$ cat src/rtl/rv16_pkg.sv
`default_nettype none
// ============================================================================
// Module  : rv16_pkg
// Purpose : Shared types and sizing constants for the rv16 FU dispatch slice.
//           fu_op_e names the opcode values; opcode value i targets FU i.
// Ports   : (package - none)
// Rev     : 1.0  initial release
// ============================================================================
package rv16_pkg;

  typedef enum logic [3:0] {
    OP_ADD = 4'd0,
    OP_SUB = 4'd1,
    OP_MUL = 4'd2,
    OP_DIV = 4'd3,
    OP_XOR = 4'd4,
    OP_AND = 4'd5,
    OP_OR  = 4'd6
  } fu_op_e;

  localparam int RV16_NUM_FU = 7;
  localparam int RV16_DATA   = 16;

endpackage : rv16_pkg
`default_nettype wire

$ cat src/rtl/rv16_fu_slot.sv
`default_nettype none
// ============================================================================
// Module  : rv16_fu_slot
// Purpose : One-entry valid/ready holding register in front of a single FU.
//           Outputs are gated to zero while the slot is empty.
// Ports   : clk, rst_n      clock, async active-low reset
//           load_i          write rs1_d_i/rs2_d_i into the slot this cycle
//           rs1_d_i/rs2_d_i operands to load
//           ready_i         FU consumes the slot contents this cycle
//           valid_o         slot holds an op
//           rs1_q_o/rs2_q_o held operands (0 when empty)
//           can_load_o      slot is empty or draining this cycle
// Rev     : 1.0  initial release
// ============================================================================
module rv16_fu_slot
  import rv16_pkg::*;
#(
  parameter int DATA = RV16_DATA
) (
  input  logic            clk,
  input  logic            rst_n,
  input  logic            load_i,
  input  logic [DATA-1:0] rs1_d_i,
  input  logic [DATA-1:0] rs2_d_i,
  input  logic            ready_i,
  output logic            valid_o,
  output logic [DATA-1:0] rs1_q_o,
  output logic [DATA-1:0] rs2_q_o,
  output logic            can_load_o
);

  logic            valid_q, valid_d;
  logic [DATA-1:0] rs1_q, rs1_d;
  logic [DATA-1:0] rs2_q, rs2_d;

  // A draining slot can accept a new op in the same cycle: full throughput.
  assign can_load_o = !valid_q || ready_i;

  always_comb begin
    valid_d = valid_q;
    rs1_d   = rs1_q;
    rs2_d   = rs2_q;
    if (load_i) begin
      valid_d = 1'b1;
      rs1_d   = rs1_d_i;
      rs2_d   = rs2_d_i;
    end else if (valid_q && ready_i) begin
      valid_d = 1'b0;
    end
  end

  always_ff @(posedge clk or negedge rst_n) begin
    if (!rst_n) begin
      valid_q <= 1'b0;
      rs1_q   <= '0;
      rs2_q   <= '0;
    end else begin
      valid_q <= valid_d;
      rs1_q   <= rs1_d;
      rs2_q   <= rs2_d;
    end
  end

  assign valid_o = valid_q;
  // Gate the data so an empty slot never exposes a stale operand.
  assign rs1_q_o = valid_q ? rs1_q : '0;
  assign rs2_q_o = valid_q ? rs2_q : '0;

endmodule : rv16_fu_slot
`default_nettype wire

$ cat src/rtl/rv16_fu_dispatch.sv
`default_nettype none
// ============================================================================
// Module  : rv16_fu_dispatch
// Purpose : Routes one (rs1, rs2) operand pair per cycle into the holding slot
//           of the FU selected by the opcode. Ops with an opcode >= NUM_FU are
//           dropped and counted by a saturating counter.
// Ports   : clk, rst_n              clock, async active-low reset
//           in_valid_i/in_ready_o   upstream handshake
//           in_opcode_i             target FU index
//           in_rs1_i/in_rs2_i       operands
//           fu_valid_o/fu_ready_i   per-FU slot handshake
//           fu_rs1_o/fu_rs2_o       slot i operands at [i*DATA +: DATA]
//           illegal_op_o            one-cycle pulse after an illegal op is dropped
//           illegal_cnt_o           saturating count of dropped illegal ops
// Rev     : 1.0  initial release
// ============================================================================
module rv16_fu_dispatch
  import rv16_pkg::*;
#(
  parameter int DATA   = RV16_DATA,
  parameter int OPW    = 4,
  parameter int NUM_FU = RV16_NUM_FU,
  parameter int CNTW   = 8
) (
  input  logic                   clk,
  input  logic                   rst_n,
  input  logic                   in_valid_i,
  output logic                   in_ready_o,
  input  logic [OPW-1:0]         in_opcode_i,
  input  logic [DATA-1:0]        in_rs1_i,
  input  logic [DATA-1:0]        in_rs2_i,
  output logic [NUM_FU-1:0]      fu_valid_o,
  input  logic [NUM_FU-1:0]      fu_ready_i,
  output logic [NUM_FU*DATA-1:0] fu_rs1_o,
  output logic [NUM_FU*DATA-1:0] fu_rs2_o,
  output logic                   illegal_op_o,
  output logic [CNTW-1:0]        illegal_cnt_o
);

  localparam logic [CNTW-1:0] CNT_MAX = {CNTW{1'b1}};

  logic [NUM_FU-1:0] sel;       // one-hot opcode decode, all zero if illegal
  logic [NUM_FU-1:0] can_load;
  logic [NUM_FU-1:0] load;
  logic              legal;
  logic              illegal_d, illegal_q;
  logic [CNTW-1:0]   cnt_d, cnt_q;

  for (genvar i = 0; i < NUM_FU; i++) begin : g_slot
    assign sel[i]  = (in_opcode_i == OPW'(i));
    assign load[i] = in_valid_i && sel[i] && can_load[i];

    rv16_fu_slot #(
      .DATA (DATA)
    ) u_slot (
      .clk        (clk),
      .rst_n      (rst_n),
      .load_i     (load[i]),
      .rs1_d_i    (in_rs1_i),
      .rs2_d_i    (in_rs2_i),
      .ready_i    (fu_ready_i[i]),
      .valid_o    (fu_valid_o[i]),
      .rs1_q_o    (fu_rs1_o[i*DATA +: DATA]),
      .rs2_q_o    (fu_rs2_o[i*DATA +: DATA]),
      .can_load_o (can_load[i])
    );
  end

  assign legal = |sel;

  // Illegal ops are always accepted (and dropped); legal ops wait on their slot.
  // in_valid_i deliberately does not feed in_ready_o.
  assign in_ready_o = legal ? |(sel & can_load) : 1'b1;

  always_comb begin
    illegal_d = in_valid_i && !legal;
    cnt_d     = cnt_q;
    if (illegal_d && (cnt_q != CNT_MAX)) begin
      cnt_d = cnt_q + 1'b1;
    end
  end

  always_ff @(posedge clk or negedge rst_n) begin
    if (!rst_n) begin
      illegal_q <= 1'b0;
      cnt_q     <= '0;
    end else begin
      illegal_q <= illegal_d;
      cnt_q     <= cnt_d;
    end
  end

  assign illegal_op_o  = illegal_q;
  assign illegal_cnt_o = cnt_q;

endmodule : rv16_fu_dispatch
`default_nettype wire

$ cat config.mk
export PLATFORM = sky130hd
export DESIGN_NAME = rv16_fu_dispatch
export DESIGN_NICKNAME = d
export VERILOG_FILES = /design/src/rtl/rv16_pkg.sv /design/src/rtl/rv16_fu_slot.sv /design/src/rtl/rv16_fu_dispatch.sv
export SDC_FILE = /design/constraint.sdc
export NUM_CORES = 1
export LEC_CHECK = 0
export CAP_MARGIN = 25
export CELL_PAD_IN_SITES_DETAIL_PLACEMENT = 1
export CELL_PAD_IN_SITES_GLOBAL_PLACEMENT = 1
export CORE_UTILIZATION = 25
export DETAILED_ROUTE_END_ITERATION = 12
export DONT_BUFFER_PORTS = 1
export PLACE_DENSITY_LB_ADDON = 0.1
export SLEW_MARGIN = 20
export SYNTH_ARGS = -nofsm -noshare
export SYNTH_HDL_FRONTEND = slang
export SYNTH_SLANG_ARGS = --single-unit
$ cat constraint.sdc
create_clock -name clk -period 2.44 [get_ports clk]
set_input_delay 0.244 -clock clk [delete_from_list [all_inputs] [get_ports clk]]
set_output_delay 0.244 -clock clk [all_outputs]
set_load 0.05 [all_outputs]
==> parameters.txt, run 1 <==
Parameter                              Value

STA
  Unrepaired setup endpoints after global routing ... false
  Largest clock skew in the final design ... 17.49 ps
  Worst-margin pin slew ... 602.9 ps
  Final Max Tran Viols ... 0
  Headroom to the max-slew limit ... 60.08%
  Final Hold Viols ... 240
  Final setup violation count ... 0
  Post-Route Hold Slack ... -611.3 ps
  FMAX ... 416.2 MHz
  Setup Total Neg Slack ... 0 ps
  Share of the clock period used by the worst path ... 98.48%
  PnR worst setup slack ... 37.13 ps
  Post-route minimum period ... 2403 ps

Floorplanning
  Core footprint ... 41,950 µm²
  Die span in x ... 208.4 µm
  Die area ... 43,420 µm²
  Starting utilization of the core area ... 25.39%
  Core Rows ... 75
  Height of the die ... 208.4 µm
  I/O pins ... 287

Logic synthesis
  Dominant combinational cell family by area after synthesis ... multiplexers
  Synthesized-area fraction occupied by and/or/nand/nor cells ... 15.44%
  Average instance area after synthesis ... 13.11 µm²
  Net count after synthesis ... 859
  Cell count after synthesis ... 812
  Count of unique library cells instantiated by Yosys ... 34
  Async S/R FF share, synth ... 100.0%
  EDFF count, synth ... 0
  Synthesized-area fraction occupied by ao, oa, aoi and oai cells ... 0.7872%
  Total of warnings raised by yosys ... 0
  Post-synthesis xor/xnor area fraction ... 0.5757%
  Commonest register cell after synthesis ... sky130_fd_sc_hd__dfrtp_1
  Multiplexer area fraction after synthesis ... 23.79%
  Post-Synth Adder-Cell Area ... 0.1175%
  Sequential share of the synthesized area ... 56.40%
  Register bit total from synthesis ... 240
  Cell area after synthesis ... 10,650 µm²

Power
  Total leakage power ... 0.005668 µW
  Maximum vdd ir drop ... 0.4246 mV
  Share of power burned in the clock network ... 38.1%
  Cell internal pwr ... 8575 µW
  Logic gate share of total power ... 16.7%
  Sw Pwr ... 3323 µW
  Share of total power in sequential cells ... 45.1%
  Switching power as a share of total power ... 27.93%
  Power density of the placed cells ... 924.6 nW/µm²

Worst setup path
  WP data required ... 2880 ps
  Max stage delay on crit path ... 710 ps
  R2r startpoint ... illegal_cnt_o[7]$_DFFE_PN0P_
  Most frequent cell on the critical path ... sky130_fd_sc_hd__dlygate4sd3_1
  Setup CP Type ... input pin to register
  Startpoint Class ... input pin
  Crit path launch ... in_opcode_i[3]
  Critical path's slowest cell ... sky130_fd_sc_hd__dlygate4sd3_1
  Cell breakdown of the critical path ... dlygate4sd3_1, nor3b_4, dlygate4sd3_1, nand3_1, nor2b_4, buf_6, mux2_2
  Crit Path Max Fanout ... 17
  Crit path capture type ... register
  Number of cell instances on the worst register-to-register path ... 4
  Arrival time at the worst endpoint ... 2850 ps

Finish
  Most frequent cells in the layout ... sky130_fd_sc_hd__dfrtp_1, sky130_fd_sc_hd__mux2_2, sky130_fd_sc_hd__and2_1
  Net count reported at finish ... 915
  Most frequent standard cell in the layout excluding fill and tap cells ... sky130_fd_sc_hd__dfrtp_1
  Post-layout util ... 30.68%
  Layout cell share with drive strength beyond 1 ... 37.75%
  Fill cells ... 4,466
  Reg area ... 6015 µm²
  Synthesis-to-layout area growth ... 20.84%
  Multi-input gate area ... 4408 µm²
  Post-route cell area ... 12,870 µm²

Detailed routing
  Wirelength per Cell ... 24.70 µm
  Number of nets still failing antenna checks after routing ... 0
  DRC violation total after the first TritonRoute iteration ... 219
  Drt pass-1 iters ... 4
  Detailed-route vias per instance ... 4.594
  Wire length reported by the detailed router ... 35,370 µm
  Via total after detailed routing ... 6,578
  Post-detailed-route DRC marker count ... 0

Clock network
  Sink count of the clock tree ... 240
  Post-CTS setup buffer count ... 0
  Clock tree from TritonCTS ... yes
  Max H-tree Level ... 1
  Number of clock buffers inserted by TritonCTS ... 29
  Clock-pin transition on the worst setup and hold timing paths ... 60 ps
  CTS root buffer ... sky130_fd_sc_hd__clkbuf_16
  CTS max path bufs ... 3
  Number of buffers inserted for hold repair after clock tree synthesis ... 48
  Clock insertion delay at the later pin of the skew report ... 560 ps

Outcome
  Result of the run ... complete, but fails checks
  Violated checks ... negative hold slack

Global route
  Antenna violations before repair ... 4
  Total GRT Usage ... 16.51%
  Overflow after GRT ... 0
  Pin count of the biggest net entering global routing ... 241
  First-pass GRT wire length ... 53,360 µm
  Via count of the first global-routing pass ... 7,547

Placed design
  Post-placement worst setup slack ... 490.5 ps
  Gp weighted congestion ... 0.7768
  Port-buffer cells ... 0
  Hpwl dp ... 23,210 µm
  Placed inst area ... 11,330 µm²

Hold path
  HP Class ... input pin to asynchronous set/reset pin

Job
  Max-Cap Viols ... 0
==> synth_stat cells (all sizes together), types with 3 or more instances <==
master / count / area, µm²
a21oi: 3 / 22.52
and2: 224 / 1401
and3: 3 / 20.02
buf: 32 / 206.5
clkbuf: 21 / 78.83
dfrtp: 240 / 6006
inv: 6 / 22.52
mux2: 225 / 2534
nand2: 15 / 56.30
nand2b: 5 / 31.28
nand3: 5 / 25.02
nor2: 5 / 18.77
nor2b: 3 / 18.77
o21ai: 3 / 15.01
xnor2: 5 / 43.79
==> layer usage <==
metal	GRT usage, %	up-vias	share of wire [%]
met1	21.27	3476	44
li1	-	2831	-
met3	5.328	44	8.3
met2	26.16	227	46
met4	5.211	0	2.3
met5	0	-	0
==> critical path, delay by kind of cell <==
family	cells	cell delay, ps
mux	1	370
buf+inv	3	1580
simple gates	3	660
==> registers in the layout, summed over array words and instances (netlist names) <==
name	cells
illegal_op_o	1
illegal_cnt_o	8
g_slot.u_slot.valid_o	7
g_slot.u_slot.rs2_q	112
g_slot.u_slot.rs1_q	112
==> worst paths after layout <==
| check | slack (ps) | endpoint |
|---|---|---|
| setup / recovery | 40 | g_slot[3].u_slot.rs2_q[8]$_DFFE_PN0P_ |
| hold / removal | -610 | g_slot[5].u_slot.rs1_q[3]$_DFFE_PN0P_ |
| setup reg to reg | 500 | illegal_cnt_o[6]$_DFFE_PN0P_ |
| hold reg to reg | 490 | g_slot[3].u_slot.rs2_q[13]$_DFFE_PN0P_ |
| max in group asynchronous | 2650 | g_slot[0].u_slot.rs2_q[4]$_DFFE_PN0P_ |
| min in group clk | 40 | g_slot[4].u_slot.valid_o$_DFFE_PN0P_ |
==> power by group through the flow <==
stage	registers [µW]	clock network, µW	logic (µW)
after detailed placement	5450	0	1870
after floorplan	5440	0	1380
after global routing	5520	4870	2140
final	5370	4530	1990
after global placement	5390	0	1790
after CTS	5380	4730	2010
==> cell type report <==
cell class / instances / area share (%)
flip-flops and latches: 240 / 46.74
multi-input cells: 513 / 34.25
repair buffers: 78 / 5.639
clock inverters: 9 / 1.040
diodes: 3 / 0.05834
clock buffers: 44 / 6.855
well taps: 539 / 5.241
inverters: 6 / 0.1750
==> through the flow <==
step,instances,power [µW]
6_report,1432,11900
5_1_grt,1431,12530
4_1_cts,1429,12120
3_5_place_dp,1328,7315
3_3_place_gp,1328,7175
2_1_floorplan,812,6816
==> logic make-up after synthesis <==
group | after synthesis
compound gates | 12
fa+ha+maj | 1
simple gates | 268
mux | 225
xor+xnor | 7
buf+inv | 59
flops | 240
==> what timing repair did <==
| item | in CTS | in global routing |
|---|---|---|
| gates resized for setup | 1 | 25 |
| hold endpoints to repair | 473 | 240 |
| setup endpoints to repair | 1 | 54 |
| cloned | 0 | 0 |
(Power assumes the default switching activity.)
==> run 2, diff against run 1 <==
CELL_PAD_IN_SITES_DETAIL_PLACEMENT = default   (was 1)
CELL_PAD_IN_SITES_GLOBAL_PLACEMENT = default   (was 1)
PLACE_DENSITY_LB_ADDON = default   (was 0.1)
==> run 2 against run 1 <==
Net effect: the run still ends with negative hold slack left; via count down 1.5%; routed wire length down 7.3%; fmax up 4.2%; register-to-register slack worse by 20 ps; largest cell class unchanged; cell count down 0.42%; non-clock buffer count up 1; die area unchanged; global-route usage down 1.5 points; power down 5.1%; first-iteration DRC count up 27%; design area down 1.5%.
==> parameters.txt, run 2 (synthesis gave the netlist of run 1 again) <==
Parameter                              Value

STA
  Share of the clock period used by the worst path ... 94.48%
  Final Max Tran Viols ... 0
  Headroom to the max-slew limit ... 57.39%
  Setup Total Neg Slack ... 0 ps
  FMAX ... 433.8 MHz
  Post-route minimum period ... 2305 ps
  Final setup violation count ... 0
  Unrepaired setup endpoints after global routing ... false
  Post-Route Hold Slack ... -603.8 ps
  Worst-margin pin slew ... 637.0 ps
  Final Hold Viols ... 240
  Largest clock skew in the final design ... 17.73 ps

Global route
  First-pass GRT wire length ... 47,960 µm
  Antenna violations before repair ... 3
  Via count of the first global-routing pass ... 6,726
  Overflow after GRT ... 0
  Total GRT Usage ... 15.01%
  Pin count of the biggest net entering global routing ... 241

Worst setup path
  WP data required ... 2860 ps
  Critical path's slowest cell ... sky130_fd_sc_hd__dlygate4sd3_1
  Most frequent cell on the critical path ... sky130_fd_sc_hd__dlygate4sd3_1
  Worst Path Buf+Inv ... 3
  Startpoint Class ... input pin
  Number of cell instances on the worst register-to-register path ... 4
  R2r startpoint ... illegal_cnt_o[7]$_DFFE_PN0P_
  Arrival time at the worst endpoint ... 2720 ps
  Worst setup slack for register-to-register paths ... 480 ps
  Top delay family on crit path ... buffers and inverters
  Max stage delay on crit path ... 640 ps
  Crit path capture type ... register
  Cell breakdown of the critical path ... dlygate4sd3_1, nor3b_4, dlygate4sd3_1, nand3_1, nor2b_4, buf_4, mux2_2
  Setup CP Type ... input pin to register
  Crit Reg-Reg Endpoint ... illegal_cnt_o[6]$_DFFE_PN0P_
  Crit Path Max Fanout ... 12

Clock network
  Clock insertion delay at the later pin of the skew report ... 550 ps
  CTS max path bufs ... 3
  Number of buffers inserted for hold repair after clock tree synthesis ... 47
  Clock tree from TritonCTS ... yes
  Max H-tree Level ... 1
  Post-cts sizing count ... 0
  CTS root buffer ... sky130_fd_sc_hd__clkbuf_16
  Sink count of the clock tree ... 240
  Number of clock buffers inserted by TritonCTS ... 27
  Clock-pin transition on the worst setup and hold timing paths ... 60 ps

Placed design
  Gp weighted congestion ... 0.7243
  Hpwl dp ... 21,050 µm
  Port-buffer cells ... 0

Floorplanning
  I/O pins ... 287
  Die area ... 43,420 µm²
  Core footprint ... 41,950 µm²
  Core Rows ... 75
  Die span in x ... 208.4 µm
  Height of the die ... 208.4 µm
  Starting utilization of the core area ... 25.39%

Power
  Logic gate share of total power ... 17.3%
  Power density of the placed cells ... 890.5 nW/µm²
  Share of power burned in the clock network ... 35.4%
  Total leakage power ... 0.005580 µW
  Maximum vdd ir drop ... 0.4870 mV
  Sw Pwr ... 3169 µW
  Switching power as a share of total power ... 28.08%
  Cell internal pwr ... 8117 µW
  Share of total power in sequential cells ... 47.3%

Detailed routing
  Drt pass-1 iters ... 4
  Detailed-route vias per instance ... 4.543
  Post-detailed-route DRC marker count ... 0
  Wire length reported by the detailed router ... 32,790 µm
  Number of nets still failing antenna checks after routing ... 0
  Wirelength per Cell ... 22.99 µm
  DRC violation total after the first TritonRoute iteration ... 278
  Via total after detailed routing ... 6,478

Finish
  Most frequent standard cell in the layout excluding fill and tap cells ... sky130_fd_sc_hd__dfrtp_1
  Net count reported at finish ... 914
  Fill cells ... 4,260
  Layout cell share with drive strength beyond 1 ... 34.65%
  Synthesis-to-layout area growth ... 19.01%
  Most frequent cells in the layout ... sky130_fd_sc_hd__dfrtp_1, sky130_fd_sc_hd__and2_1, sky130_fd_sc_hd__mux2_2

Outcome
  Result of the run ... complete, but fails checks
  Violated checks ... negative hold slack

Hold path
  HP Class ... input pin to asynchronous set/reset pin

Job
  Max-Cap Viols ... 0
[run 2: per-stage QoR]
| step | std cells | setup slack, ps | utilization [%] | total power (µW) | cell area [µm²] |
|---|---|---|---|---|---|
| global placement | 1329 | 482.5 | 27.02 | 7146 | 11330 |
| CTS | 1421 | 32.34 | 30.17 | 11470 | 12660 |
| floorplan | 812 | 380.9 | - | 6816 | 10650 |
| detailed placement | 1329 | 499.9 | 27.02 | 7249 | 11330 |
| global route | 1422 | 6.954 | 30.19 | 11860 | 12660 |
| finish | 1426 | 134.6 | 30.21 | 11290 | 12670 |
[run 2: cell type report]
class / instances / area [µm²] / area share (%)
inverter: 6 / 22.52 / 0.1777
timing repair buffer: 79 / 723.2 / 5.706
multi-input combinational: 513 / 4378 / 34.54
clock inverter: 9 / 101.3 / 0.7997
tap: 539 / 674.4 / 5.321
antenna: 4 / 10.01 / 0.07898
clock buffer: 36 / 749.5 / 5.914
sequential: 240 / 6015 / 47.46
[run 2: routing by layer]
metal	global-route usage, %	vias to the layer above	wire, µm
met5	0	-	0
met4	4.138	0	695
met3	4.845	37	2807
met2	23.34	235	14950
met1	19.91	3379	14330
li1	-	2827	-
[run 2: how the worst max path moves through the flow]
| stage | startpoint | to | slack [ps] | cells after the start |
|---|---|---|---|---|
| final | in_opcode_i[3] | g_slot[3].u_slot.rs2_q[4]$_DFFE_PN0P_ | 130 | 7 |
| after floorplan | illegal_cnt_o[0]$_DFFE_PN0P_ | illegal_cnt_o[1]$_DFFE_PN0P_ | 380 | 4 |
| after global placement | illegal_cnt_o[7]$_DFFE_PN0P_ | illegal_cnt_o[6]$_DFFE_PN0P_ | 480 | 4 |
| after CTS | in_opcode_i[3] | g_slot[3].u_slot.rs2_q[4]$_DFFE_PN0P_ | 30 | 7 |
| after global routing | g_slot[6].u_slot.valid_o$_DFFE_PN0P_ | in_ready_o | 7 | 2 |
| after detailed placement | illegal_cnt_o[7]$_DFFE_PN0P_ | illegal_cnt_o[6]$_DFFE_PN0P_ | 500 | 4 |
[run 2: power by group through the flow]
stage | combinational, µW | clock (µW) | sequential (µW)
floorplan | 1380 | 0 | 5440
finish | 1960 | 3990 | 5340
detailed placement | 1840 | 0 | 5410
global route | 2090 | 4310 | 5460
global placement | 1790 | 0 | 5360
CTS | 1980 | 4140 | 5340
[run 2: worst register-to-register path, stage by stage (launching register included)]
cell                      delay (ps)
sky130_fd_sc_hd__dfrtp_1         580
sky130_fd_sc_hd__and4_2          350
sky130_fd_sc_hd__or4b_2          640
sky130_fd_sc_hd__nor2_1          150
sky130_fd_sc_hd__xor2_1          160
[run 2: timing repair]
item                                   4_1_cts  5_1_grt
setup buffers                                0        1
setup endpoints to repair                    0       23
endpoints found under the hold margin      473      240
